$ cat src/rtl/multicore_ctrl_pkg.sv
// Shared definitions for the Vicuna multicore controller: register offsets,
// CTRL bit-field layout and the per-core sequencing state.
package multicore_ctrl_pkg;

    localparam logic [11:0] OffCtrl         = 12'h000;
    localparam logic [11:0] OffStatus       = 12'h004;
    localparam logic [11:0] OffIntrState    = 12'h008;
    localparam logic [11:0] OffIntrEnable   = 12'h00C;
    localparam logic [11:0] OffBootAddrBase = 12'h010;
    localparam logic [11:0] OffCyclesBase   = 12'h020;

    // CTRL: start bits at [NumCores-1:0], abort bits at [8+NumCores-1:8]
    localparam int unsigned CtrlStartBase = 0;
    localparam int unsigned CtrlAbortBase = 8;

    typedef enum logic [1:0] {
        IDLE    = 2'd0,
        RUNNING = 2'd1,
        DONE    = 2'd2
    } core_state_e;

endpackage

$ cat src/rtl/tlul_pkg.sv
// Minimal TL-UL type definitions used by the register port of multicore_ctrl.
// Field set and opcode encodings follow the TileLink Uncached Lightweight
// subset used on xbar_main (32-bit data, 8-bit source, no user bits).
package tlul_pkg;

    localparam logic [2:0] PutFullData    = 3'h0;
    localparam logic [2:0] PutPartialData = 3'h1;
    localparam logic [2:0] Get            = 3'h4;

    localparam logic [2:0] AccessAck      = 3'h0;
    localparam logic [2:0] AccessAckData  = 3'h1;

    typedef struct packed {
        logic        a_valid;
        logic [2:0]  a_opcode;
        logic [2:0]  a_param;
        logic [1:0]  a_size;
        logic [7:0]  a_source;
        logic [31:0] a_address;
        logic [3:0]  a_mask;
        logic [31:0] a_data;
        logic        d_ready;
    } tl_h2d_t;

    typedef struct packed {
        logic        d_valid;
        logic [2:0]  d_opcode;
        logic [2:0]  d_param;
        logic [1:0]  d_size;
        logic [7:0]  d_source;
        logic        d_sink;
        logic [31:0] d_data;
        logic        d_error;
        logic        a_ready;
    } tl_d2h_t;

endpackage

$ cat src/rtl/multicore_ctrl_core_fsm.sv
// Sequencer for one Vicuna worker core: IDLE (held in reset) -> RUNNING
// (released) -> DONE (held in reset again, completion reported).
// Abort always wins over start and over a coincident done.
// Optional: MULTICORE_CTRL_CYCLE_CNT_EN adds a saturating RUNNING-cycle counter.
module multicore_ctrl_core_fsm
    import multicore_ctrl_pkg::*;
(
    input  logic        clk_i,
    input  logic        rst_ni,
    input  logic        start_i,
    input  logic        abort_i,
    input  logic        done_i,
    output core_state_e state_o,
    output logic        rst_no,
    output logic        done_evt_o
`ifdef MULTICORE_CTRL_CYCLE_CNT_EN
    ,
    output logic [31:0] cycles_o
`endif
);

    core_state_e state_q, state_d;

    // Next-state and completion event
    always_comb begin
        state_d    = state_q;
        done_evt_o = 1'b0;
        case (state_q)
            IDLE: begin
                if (start_i && !abort_i) begin
                    state_d = RUNNING;
                end
            end
            RUNNING: begin
                if (abort_i) begin
                    state_d = IDLE;
                end else if (done_i) begin
                    state_d    = DONE;
                    done_evt_o = 1'b1;
                end
            end
            DONE: begin
                if (abort_i) begin
                    state_d = IDLE;
                end else if (start_i) begin
                    state_d = RUNNING;
                end
            end
            default: state_d = IDLE;
        endcase
    end

    // State register
    always_ff @(posedge clk_i or negedge rst_ni) begin
        if (!rst_ni) begin
            state_q <= IDLE;
        end else begin
            state_q <= state_d;
        end
    end

    assign state_o = state_q;
    // Core runs only in RUNNING; DONE re-asserts reset so a restart is clean
    assign rst_no  = (state_q == RUNNING);

`ifdef MULTICORE_CTRL_CYCLE_CNT_EN
    logic [31:0] cycles_q, cycles_d;

    // Cycle counter next value: clear on entry to RUNNING, saturate while running
    always_comb begin
        cycles_d = cycles_q;
        if (state_q != RUNNING && state_d == RUNNING) begin
            cycles_d = '0;
        end else if (state_q == RUNNING && cycles_q != 32'hFFFF_FFFF) begin
            cycles_d = cycles_q + 32'd1;
        end
    end

    // Cycle counter register
    always_ff @(posedge clk_i or negedge rst_ni) begin
        if (!rst_ni) begin
            cycles_q <= '0;
        end else begin
            cycles_q <= cycles_d;
        end
    end

    assign cycles_o = cycles_q;
`endif

endmodule

$ cat src/rtl/multicore_ctrl.sv
// Vicuna worker-core controller: TL-UL register device that holds each core
// in reset, programs its boot address, releases it on start and raises a
// level interrupt on completion.
// Optional: MULTICORE_CTRL_CYCLE_CNT_EN adds read-only CYCLES[i] at 0x20+4i.
// For NumCores > 4 the BOOT_ADDR window takes precedence over CYCLES decode.
module multicore_ctrl
    import multicore_ctrl_pkg::*;
#(
    parameter int unsigned NumCores        = 2,
    parameter logic [31:0] DefaultBootAddr = 32'h0000_0000
) (
    input  logic                   clk_i,
    input  logic                   rst_ni,
    input  tlul_pkg::tl_h2d_t      tl_i,
    output tlul_pkg::tl_d2h_t      tl_o,
    input  logic [NumCores-1:0]    core_done_i,
    output logic [NumCores-1:0]    core_rst_no,
    output logic [NumCores*32-1:0] boot_addr_o,
    output logic                   irq_o
);

    logic                d_valid_q, d_valid_d;
    logic [2:0]          rsp_opcode_q;
    logic [1:0]          rsp_size_q;
    logic [7:0]          rsp_source_q;
    logic [31:0]         rsp_data_q;
    logic                rsp_error_q;

    logic [NumCores-1:0] intr_state_q, intr_state_d;
    logic [NumCores-1:0] intr_enable_q, intr_enable_d;
    logic                irq_q, irq_d;
    logic [31:0]         boot_q [NumCores];
    logic [31:0]         boot_d [NumCores];

    core_state_e         core_state [NumCores];
    logic [NumCores-1:0] done_evt;
    logic [NumCores-1:0] start_vec, abort_vec;
`ifdef MULTICORE_CTRL_CYCLE_CNT_EN
    logic [31:0]         cycles [NumCores];
`endif

    logic [11:0]         reg_off;
    logic                accept, is_rd, is_wr, req_err, wr_ok;
    logic                addr_hit, sel_ctrl, sel_istate, sel_ien;
    logic [NumCores-1:0] boot_hit;
    logic [31:0]         rdata, status_w;
    logic                unused_tl;

    assign reg_off   = tl_i.a_address[11:0];
    assign unused_tl = ^{tl_i.a_param, tl_i.a_address[31:12]};
    assign accept    = tl_i.a_valid & ~d_valid_q;
    assign is_rd     = (tl_i.a_opcode == tlul_pkg::Get);
    assign is_wr     = (tl_i.a_opcode == tlul_pkg::PutFullData) ||
                       (tl_i.a_opcode == tlul_pkg::PutPartialData);

    // Pack per-core states into the STATUS view
    always_comb begin
        status_w = '0;
        for (int i = 0; i < NumCores; i++) begin
            status_w[2*i +: 2] = core_state[i];
        end
    end

    // Address decode and read mux, evaluated on the request as presented
    always_comb begin
        addr_hit   = 1'b0;
        sel_ctrl   = 1'b0;
        sel_istate = 1'b0;
        sel_ien    = 1'b0;
        boot_hit   = '0;
        rdata      = '0;
        case (reg_off)
            OffCtrl: begin
                addr_hit = 1'b1;
                sel_ctrl = 1'b1;
            end
            OffStatus: begin
                addr_hit = 1'b1;
                rdata    = status_w;
            end
            OffIntrState: begin
                addr_hit   = 1'b1;
                sel_istate = 1'b1;
                rdata      = 32'(intr_state_q);
            end
            OffIntrEnable: begin
                addr_hit = 1'b1;
                sel_ien  = 1'b1;
                rdata    = 32'(intr_enable_q);
            end
            default: begin
                for (int i = 0; i < NumCores; i++) begin
                    if (reg_off == OffBootAddrBase + 12'(4*i)) begin
                        addr_hit    = 1'b1;
                        boot_hit[i] = 1'b1;
                        rdata       = boot_q[i];
                    end
                end
`ifdef MULTICORE_CTRL_CYCLE_CNT_EN
                if (!addr_hit) begin
                    for (int i = 0; i < NumCores; i++) begin
                        if (reg_off == OffCyclesBase + 12'(4*i)) begin
                            addr_hit = 1'b1;
                            rdata    = cycles[i];
                        end
                    end
                end
`endif
            end
        endcase
    end

    // Only full-word accesses with a known opcode to a mapped register are legal
    assign req_err = ~addr_hit | (tl_i.a_size != 2'd2) | (tl_i.a_mask != 4'hF) |
                     ~(is_rd | is_wr);
    assign wr_ok   = accept & is_wr & ~req_err;

    assign start_vec = (wr_ok && sel_ctrl) ? tl_i.a_data[CtrlStartBase +: NumCores] : '0;
    assign abort_vec = (wr_ok && sel_ctrl) ? tl_i.a_data[CtrlAbortBase +: NumCores] : '0;

    for (genvar i = 0; i < NumCores; i++) begin : g_core
        multicore_ctrl_core_fsm u_fsm (
            .clk_i      (clk_i),
            .rst_ni     (rst_ni),
            .start_i    (start_vec[i]),
            .abort_i    (abort_vec[i]),
            .done_i     (core_done_i[i]),
            .state_o    (core_state[i]),
            .rst_no     (core_rst_no[i]),
            .done_evt_o (done_evt[i])
`ifdef MULTICORE_CTRL_CYCLE_CNT_EN
            ,
            .cycles_o   (cycles[i])
`endif
        );
        assign boot_addr_o[32*i +: 32] = boot_q[i];
    end

    // Register next-state: done-set beats W1C; BOOT_ADDR frozen while running
    always_comb begin
        intr_state_d  = intr_state_q;
        intr_enable_d = intr_enable_q;
        irq_d         = |(intr_state_q & intr_enable_q);
        if (wr_ok && sel_istate) begin
            intr_state_d = intr_state_q & ~tl_i.a_data[NumCores-1:0];
        end
        intr_state_d = intr_state_d | done_evt;
        if (wr_ok && sel_ien) begin
            intr_enable_d = tl_i.a_data[NumCores-1:0];
        end
        for (int i = 0; i < NumCores; i++) begin
            boot_d[i] = boot_q[i];
            if (wr_ok && boot_hit[i] && core_state[i] != RUNNING) begin
                boot_d[i] = {tl_i.a_data[31:2], 2'b00};
            end
        end
    end

    // Control and configuration registers
    always_ff @(posedge clk_i or negedge rst_ni) begin
        if (!rst_ni) begin
            intr_state_q  <= '0;
            intr_enable_q <= '0;
            irq_q         <= 1'b0;
            for (int i = 0; i < NumCores; i++) begin
                boot_q[i] <= {DefaultBootAddr[31:2], 2'b00};
            end
        end else begin
            intr_state_q  <= intr_state_d;
            intr_enable_q <= intr_enable_d;
            irq_q         <= irq_d;
            for (int i = 0; i < NumCores; i++) begin
                boot_q[i] <= boot_d[i];
            end
        end
    end

    // Response valid: set on accept, held until the host takes it
    always_comb begin
        d_valid_d = d_valid_q;
        if (accept) begin
            d_valid_d = 1'b1;
        end else if (tl_i.d_ready) begin
            d_valid_d = 1'b0;
        end
    end

    // Response valid register
    always_ff @(posedge clk_i or negedge rst_ni) begin
        if (!rst_ni) begin
            d_valid_q <= 1'b0;
        end else begin
            d_valid_q <= d_valid_d;
        end
    end

    // Response payload, captured at accept and only observed while d_valid is high
    always_ff @(posedge clk_i) begin
        if (accept) begin
            rsp_opcode_q <= is_rd ? tlul_pkg::AccessAckData : tlul_pkg::AccessAck;
            rsp_size_q   <= tl_i.a_size;
            rsp_source_q <= tl_i.a_source;
            rsp_error_q  <= req_err;
            rsp_data_q   <= (is_rd && !req_err) ? rdata : 32'h0;
        end
    end

    // Drive the response channel
    always_comb begin
        tl_o          = '0;
        tl_o.d_valid  = d_valid_q;
        tl_o.d_opcode = rsp_opcode_q;
        tl_o.d_size   = rsp_size_q;
        tl_o.d_source = rsp_source_q;
        tl_o.d_data   = rsp_data_q;
        tl_o.d_error  = rsp_error_q;
        tl_o.a_ready  = ~d_valid_q;
    end

    assign irq_o = irq_q;

endmodule

$ cat config.mk
export PLATFORM = sky130hd
export DESIGN_NAME = multicore_ctrl
export DESIGN_NICKNAME = d
export VERILOG_FILES = /design/src/rtl/multicore_ctrl_pkg.sv /design/src/rtl/tlul_pkg.sv /design/src/rtl/multicore_ctrl_core_fsm.sv /design/src/rtl/multicore_ctrl.sv
export SDC_FILE = /design/constraint.sdc
export NUM_CORES = 1
export LEC_CHECK = 0
export CAP_MARGIN = 10
export CORE_MARGIN = 5
export CORE_UTILIZATION = 40
export CTS_BUF_LIST = sky130_fd_sc_hd__clkbuf_8
export DETAILED_ROUTE_END_ITERATION = 6
export HOLD_SLACK_MARGIN = 0.02
export PLACE_DENSITY_LB_ADDON = 0.15
export SLEW_MARGIN = 20
export SYNTH_ARGS = -nofsm -noshare
export SYNTH_HDL_FRONTEND = slang
export SYNTH_SLANG_ARGS = --single-unit
$ cat constraint.sdc
create_clock -name clk_i -period 2.8 [get_ports clk_i]
set_input_delay 0.28 -clock clk_i [delete_from_list [all_inputs] [get_ports clk_i]]
set_output_delay 0.28 -clock clk_i [all_outputs]
set_load 0.01 [all_outputs]
==> results of run 1 <==
flip-flops by register name (all words and copies together), names as in the netlist:
name                  flops
boot_addr_o              60
d_valid_q                 1
g_core.u_fsm.state_o      4
intr_enable_q             2
intr_state_q              2
irq_o                     1
rsp_data_q               32
rsp_error_q               1
rsp_opcode_q              1
rsp_size_q                2
rsp_source_q              8
cells in the mapped netlist, drive strengths merged, types with 3 or more instances:
cell    number  area share
inv          7      0.0052
nand3b       3      0.0044
clkbuf       8      0.0059
or3          3      0.0037
mux2        63        0.14
o22ai        4      0.0049
nor4        12       0.026
or4          3      0.0052
buf         28       0.041
nand4        3      0.0037
o21ai        3      0.0029
nor2b        3      0.0037
a22oi       30       0.044
nand2       15       0.011
nand3        4      0.0049
nor2        23       0.022
edfxtp      44        0.26
dfrtp       70        0.34
nor4b       12       0.034
a21oi        4      0.0039
critical path, delay by kind of cell, from the launching register on:
| family | cells | cell delay, ns |
|---|---|---|
| buffers and inverters | 2 | 0.52 |
| flip-flops | 1 | 0.43 |
| AO/OA/AOI/OAI | 1 | 0.13 |
| AND/OR/NAND/NOR | 2 | 0.53 |
| multiplexers | 1 | 0.37 |
stage by stage:
stage	setup WS (ns)	power, mW	area (µm²)	std cells	utilization
final	0.706	3.62	7410	728	0.589
after global routing	0.538	3.77	7410	728	0.589
after CTS	0.667	3.68	7410	728	0.589
after detailed placement	0.285	2.18	7020	697	0.558
after global placement	0.275	2.17	7020	697	0.558
after floorplan	0.803	1.95	5130	370	-
power by group:
group / switching (mW) / internal (mW)
registers: 0.0182 / 1.79
clock network: 0.621 / 0.859
logic: 0.158 / 0.179
area by class of cell:
| cell class | instances | area, µm² | area share |
|---|---|---|---|
| timing repair buffer | 192 | 1890 | 0.255 |
| inverter | 7 | 26.3 | 0.00355 |
| tap | 172 | 215 | 0.0291 |
| multi-input combinational | 213 | 1820 | 0.246 |
| clock buffer | 21 | 289 | 0.0390 |
| clock inverter | 9 | 92.6 | 0.0125 |
| sequential | 114 | 3070 | 0.415 |
cells by family after synthesis:
kind of cell    Yosys count  synth area share
mux                      65             0.143
buf+inv                  43            0.0520
other cells               1          0.000735
flops                   114             0.603
simple gates             92             0.136
compound gates           46            0.0650
repair_timing:
action | CTS | global route
hold buffers | 1 | 0
gates resized for setup | 0 | 0
endpoints found under the setup margin | 0 | 0
endpoints found under the hold margin | 70 | 0
metal layers:
layer / global-route usage / share of wire / vias to the layer above
met2: 0.286 / 0.47 / 146
met4: 0.0700 / 0.012 / 0
met3: 0.0947 / 0.11 / 13
li1: - / - / 1703
met1: 0.221 / 0.41 / 1832
met5: 0 / 0 / -
path summary, 6_finish.rpt:
kind / to / slack (ns)
max in group asynchronous: boot_addr_o[5] / 1.67
worst max register to register: boot_addr_o[35] / 0.71
worst min register to register: boot_addr_o[40] / 0.53
worst min-delay path: rsp_source_q[6] / 0.40
worst max-delay path: boot_addr_o[35] / 0.71
min in group asynchronous: boot_addr_o[4] / 0.53
==> impl_metrics.py, run 1 <==
metrics = {
    "status": {
        "status": "finished clean",
    },
    "route": {
        "drtIter0Drc": 168,
        "routed_via_density": 5.07,
        "first_pass_iters": 4,
        "vias": 3694,
        "drcViolationCount": 0,
        "ant_nets": 0,
        "wl_per_cell_um": 18.8,
        "wl_mm": 13.7,
    },
    "timing": {
        "hold-worst-slack_ns": 0.400,
        "fin_crit_sh": 0.748,
        "fin_skew_ns": 0.00614,
        "rsz0062_at_grt": "false",
        "drv_slew": 0,
        "hold_viol": 0,
        "min_period_ns": 2.09,
        "setup_viol": 0,
        "relSlewSlack": 0.384,
        "setup_tns_ns": 0,
        "tightest_slew_ns": 0.924,
        "max_clock_freq_ghz": 0.478,
    },
    "global_routing": {
        "antenna_found_initial": 0,
        "grt_max_degree": 71,
        "grt_pass1_vias": 3855,
        "grt.total_usage": 0.185,
        "grt_pass1_wl_mm": 20.8,
        "gr-total-overflow": 0,
    },
    "synth": {
        "synth_ff_type": "dfrtp_1",
        "synth_enable_flop_cells": 44,
        "ys_warn_count": 0,
        "synth-async-reset-ratio": 0.614,
        "seq_area_frac_synth": 0.603,
        "synth-seq-cells": 114,
        "synth_area_mm2": 0.00510,
        "synth_cell_types": 45,
        "syn_avg_cell_area_um2": 14.1,
        "syn_inst": 361,
    },
    "floorplan": {
        "die_h_um": 123,
        "die-width_um": 123,
        "die_area_mm2": 0.0151,
        "core_area_mm2": 0.0126,
        "row_count": 41,
        "ios": 209,
        "initial_core_util": 0.406,
    },
    "setup_path": {
        "crit_path_end_kind": "flip-flop",
        "worst_ep_arrival_time_ns": 2.41,
        "worstPathMaxFanout": 18,
        "crit_start": "d_valid_q",
        "critPathKind": "reg -> reg",
        "reg2reg_from": "d_valid_q",
        "rr_worst_depth": 6,
        "slowest_delay_ns": 0.43,
        "critPathLaunchType": "flip-flop",
        "path_common_cell": "buf_4",
        "worst_path_max_delay_cell": "dfrtp_1",
        "required_ns": 3.11,
        "crit_chain": "nor3b_1 > buf_4 > o211ai_2 > nor4_4 > buf_4 > mux2_2",
    },
    "cts": {
        "cts-root-buf": "clkbuf_8",
        "cts.path.max_buffers": 2,
        "tritoncts": "yes",
        "cts_made_buffers": 17,
        "cts_setup_buffers": 0,
        "cts.sinks": 114,
        "clkTransAtPathRegs_ns": 0.07,
        "cts_max_level": 4,
        "clkLatencyLatePin_ns": 0.43,
    },
    "min_path": {
        "min_path_type": "in -> reg",
        "min_delay_path_depth": 1,
        "min_from": "tl_i[75]",
    },
    "place": {
        "hpwl_mm": 9.45,
        "gp_congestion": 0.855,
        "port_buffers": 175,
    },
    "cells_and_area": {
        "finalNetCount": 635,
        "area_growth_pct": 45.3,
        "drive_gt1_frac": 0.248,
        "final_cell_mix": "174 x clkdlybuf4s50_1, 70 x dfrtp_1, 61 x mux2_2, 44 x edfxtp_1, 30 x a22oi_1",
        "num_antenna_cells": 0,
        "fillers": 1038,
        "final_common_cell": "clkdlybuf4s50_1",
    },
    "power": {
        "power_density_mw_per_mm2": 489,
        "p_leak_nw": 2.94,
        "ir_drop_mv": 0.321,
    },
    "run": {
        "drv_cap": 0,
    },
}
Note: power is estimated with default switching activity, not from simulation.
==> run 2: changes to the inputs <==
--- a/config.mk
+++ b/config.mk
@@ -7,7 +7,7 @@
 export LEC_CHECK = 0
 export CAP_MARGIN = 10
 export CORE_MARGIN = 5
-export CORE_UTILIZATION = 40
+export CORE_UTILIZATION = 45
 export CTS_BUF_LIST = sky130_fd_sc_hd__clkbuf_8
 export DETAILED_ROUTE_END_ITERATION = 6
 export HOLD_SLACK_MARGIN = 0.02
==> constraint.sdc (replaced) <==
create_clock -name clk_i -period 2.1 [get_ports clk_i]
set_input_delay 0.21 -clock clk_i [delete_from_list [all_inputs] [get_ports clk_i]]
set_output_delay 0.21 -clock clk_i [all_outputs]
set_load 0.01 [all_outputs]
==> run 2 against run 1 <==
- flip-flop and latch count unchanged
- critical path depth up 1
- via count up 2.8%
- clock power up 33%
- sequential share of layout area down 1.2 points
- fmax up 4.6%
- final area up 3.0%
- clock skew up 0.0047 ns
- largest cell class unchanged
- highest routed layer unchanged
==> impl_metrics.py, run 2 (synthesis gave the netlist of run 1 again) <==
metrics = {
    "status": {
        "status": "finished clean",
    },
    "route": {
        "vias": 3798,
        "first_pass_iters": 4,
        "drcViolationCount": 0,
        "ant_nets": 0,
        "wl_mm": 14.1,
        "routed_via_density": 5.27,
        "drtIter0Drc": 150,
        "wl_per_cell_um": 19.5,
    },
    "place": {
        "dp_cells": 686,
        "preCtsSetupSlack_ns": -0.291,
        "port_buffers": 175,
        "dpl_cell_area_mm2": 0.00718,
        "gp_congestion": 0.903,
        "hpwl_mm": 10.1,
    },
    "cells_and_area": {
        "num_antenna_cells": 0,
        "post-route-cell-area_mm2": 0.00763,
        "area_growth_pct": 49.6,
        "finalNetCount": 658,
        "largest_reg_flops": 60,
        "final_util": 0.695,
        "final_common_cell": "clkdlybuf4s50_1",
        "final_cell_mix": "174 x clkdlybuf4s50_1, 69 x dfrtp_1, 61 x mux2_2, 44 x edfxtp_1, 33 x buf_4",
        "instances_no_fill": 721,
        "drive_gt1_frac": 0.286,
    },
    "timing": {
        "relSlewSlack": 0.558,
        "fin_crit_sh": 0.953,
        "max_clock_freq_ghz": 0.500,
        "tightest_slew_ns": 0.663,
        "rsz0062_at_grt": "false",
        "hold_viol": 0,
        "drv_slew": 0,
        "setup_viol": 0,
        "fin_skew_ns": 0.0108,
        "fin_ws_ns": 0.0987,
        "hold-worst-slack_ns": 0.356,
        "setup_tns_ns": 0,
        "min_period_ns": 2.00,
    },
    "setup_path": {
        "worstPathMaxFanout": 12,
        "worst_ep_arrival_time_ns": 2.29,
        "worst_path_max_delay_cell": "dfrtp_2",
        "critPathLaunchType": "flip-flop",
        "slowest_delay_ns": 0.44,
        "crit_path_end_kind": "flip-flop",
        "required_ns": 2.39,
        "critPathKind": "reg -> reg",
        "path_common_cell": "buf_4",
        "crit_chain": "nor3b_2 > buf_4 > o211ai_4 > nor4_4 > buf_4 > clkbuf_16 > mux2_2",
    },
    "floorplan": {
        "die_area_mm2": 0.0136,
        "die-width_um": 116,
        "initial_core_util": 0.464,
        "die_h_um": 116,
        "row_count": 38,
        "core_area_mm2": 0.0110,
        "ios": 209,
    },
    "cts": {
        "cts.sinks": 114,
        "cts_made_buffers": 17,
        "cts.path.max_buffers": 2,
        "clkTransAtPathRegs_ns": 0.07,
        "tritoncts": "yes",
        "cts-root-buf": "clkbuf_8",
        "cts_max_level": 4,
        "clkLatencyLatePin_ns": 0.41,
    },
    "global_routing": {
        "gr-total-overflow": 0,
        "grt_max_degree": 46,
        "grt.total_usage": 0.209,
        "grt_pass1_wl_mm": 21.5,
        "grt_pass1_vias": 3983,
        "antenna_found_initial": 0,
    },
    "power": {
        "power_switching_mw": 1.11,
        "power_density_mw_per_mm2": 637,
        "p_sw_frac": 0.229,
        "ir_drop_mv": 0.473,
        "combPwrFrac": 0.099,
        "intPower_mw": 3.74,
        "totalPowerFinal_mw": 4.86,
        "p_seq_frac": 0.496,
        "clockPowerShare": 0.405,
        "p_leak_nw": 3.06,
    },
    "min_path": {
        "min_path_type": "in -> async",
    },
    "run": {
        "drv_cap": 0,
    },
}
==> run 2: cell count changes in the layout (fill, tap and decap cells not counted), moves of 2 or more <==
cell	previous run	this run
clkinv_4	0	2
buf_4	16	33
buf_12	1	5
clkbuf_8	21	19
==> run 2: path summary, 6_finish.rpt <==
kind	start	to	slack [ns]	depth (start not counted)
worst max-delay path	d_valid_q	boot_addr_o[39]	0.1	7
worst min-delay path	rst_ni	boot_addr_o[11]	0.36	2
worst max register to register	d_valid_q	boot_addr_o[39]	0.1	7
worst min register to register	boot_addr_o[37]	boot_addr_o[37]	0.54	1
max in group asynchronous	rst_ni	boot_addr_o[17]	0.95	3
min in group clk_i	tl_i[72]	rsp_source_q[3]	0.36	1
==> run 2: power by group through the flow <==
stage	Sequential, mW	Clock, mW	Combinational [mW]
3_5_place_dp	2.45	0	0.478
6_report	2.41	1.97	0.479
3_3_place_gp	2.45	0	0.469
5_1_grt	2.41	2.10	0.514
2_1_floorplan	2.48	0	0.118
4_1_cts	2.41	2.00	0.482
==> run 2: routing by layer <==
layer	global-route usage	wire, µm	vias to the layer above
met5	0	0	-
li1	-	-	1748
met4	0.0835	206	0
met1	0.256	5860	1868
met3	0.0617	1180	19
met2	0.347	6840	163
==> run 2: cell type report <==
cell class | instances | area [µm²]
Fill cell | 787 | 3350
Sequential cell | 114 | 3070
Timing Repair Buffer | 215 | 2130
Multi-Input combinational cell | 213 | 1840
Clock buffer | 19 | 262
Tap cell | 140 | 175
Clock inverter | 13 | 123
Inverter | 7 | 26.3
==> run 2: critical path: cells and delay by family, from the launching register on <==
kind | cells | cell delay [ns]
simple gates | 2 | 0.48
compound gates | 1 | 0.09
mux | 1 | 0.33
flops | 1 | 0.44
buf+inv | 3 | 0.55
==> run 2: what timing repair did <==
item	in CTS	in global routing
gates resized for setup	0	4
endpoints found under the hold margin	26	0
setup endpoints to repair	0	60
hold buffers	1	0
setup buffers	0	1
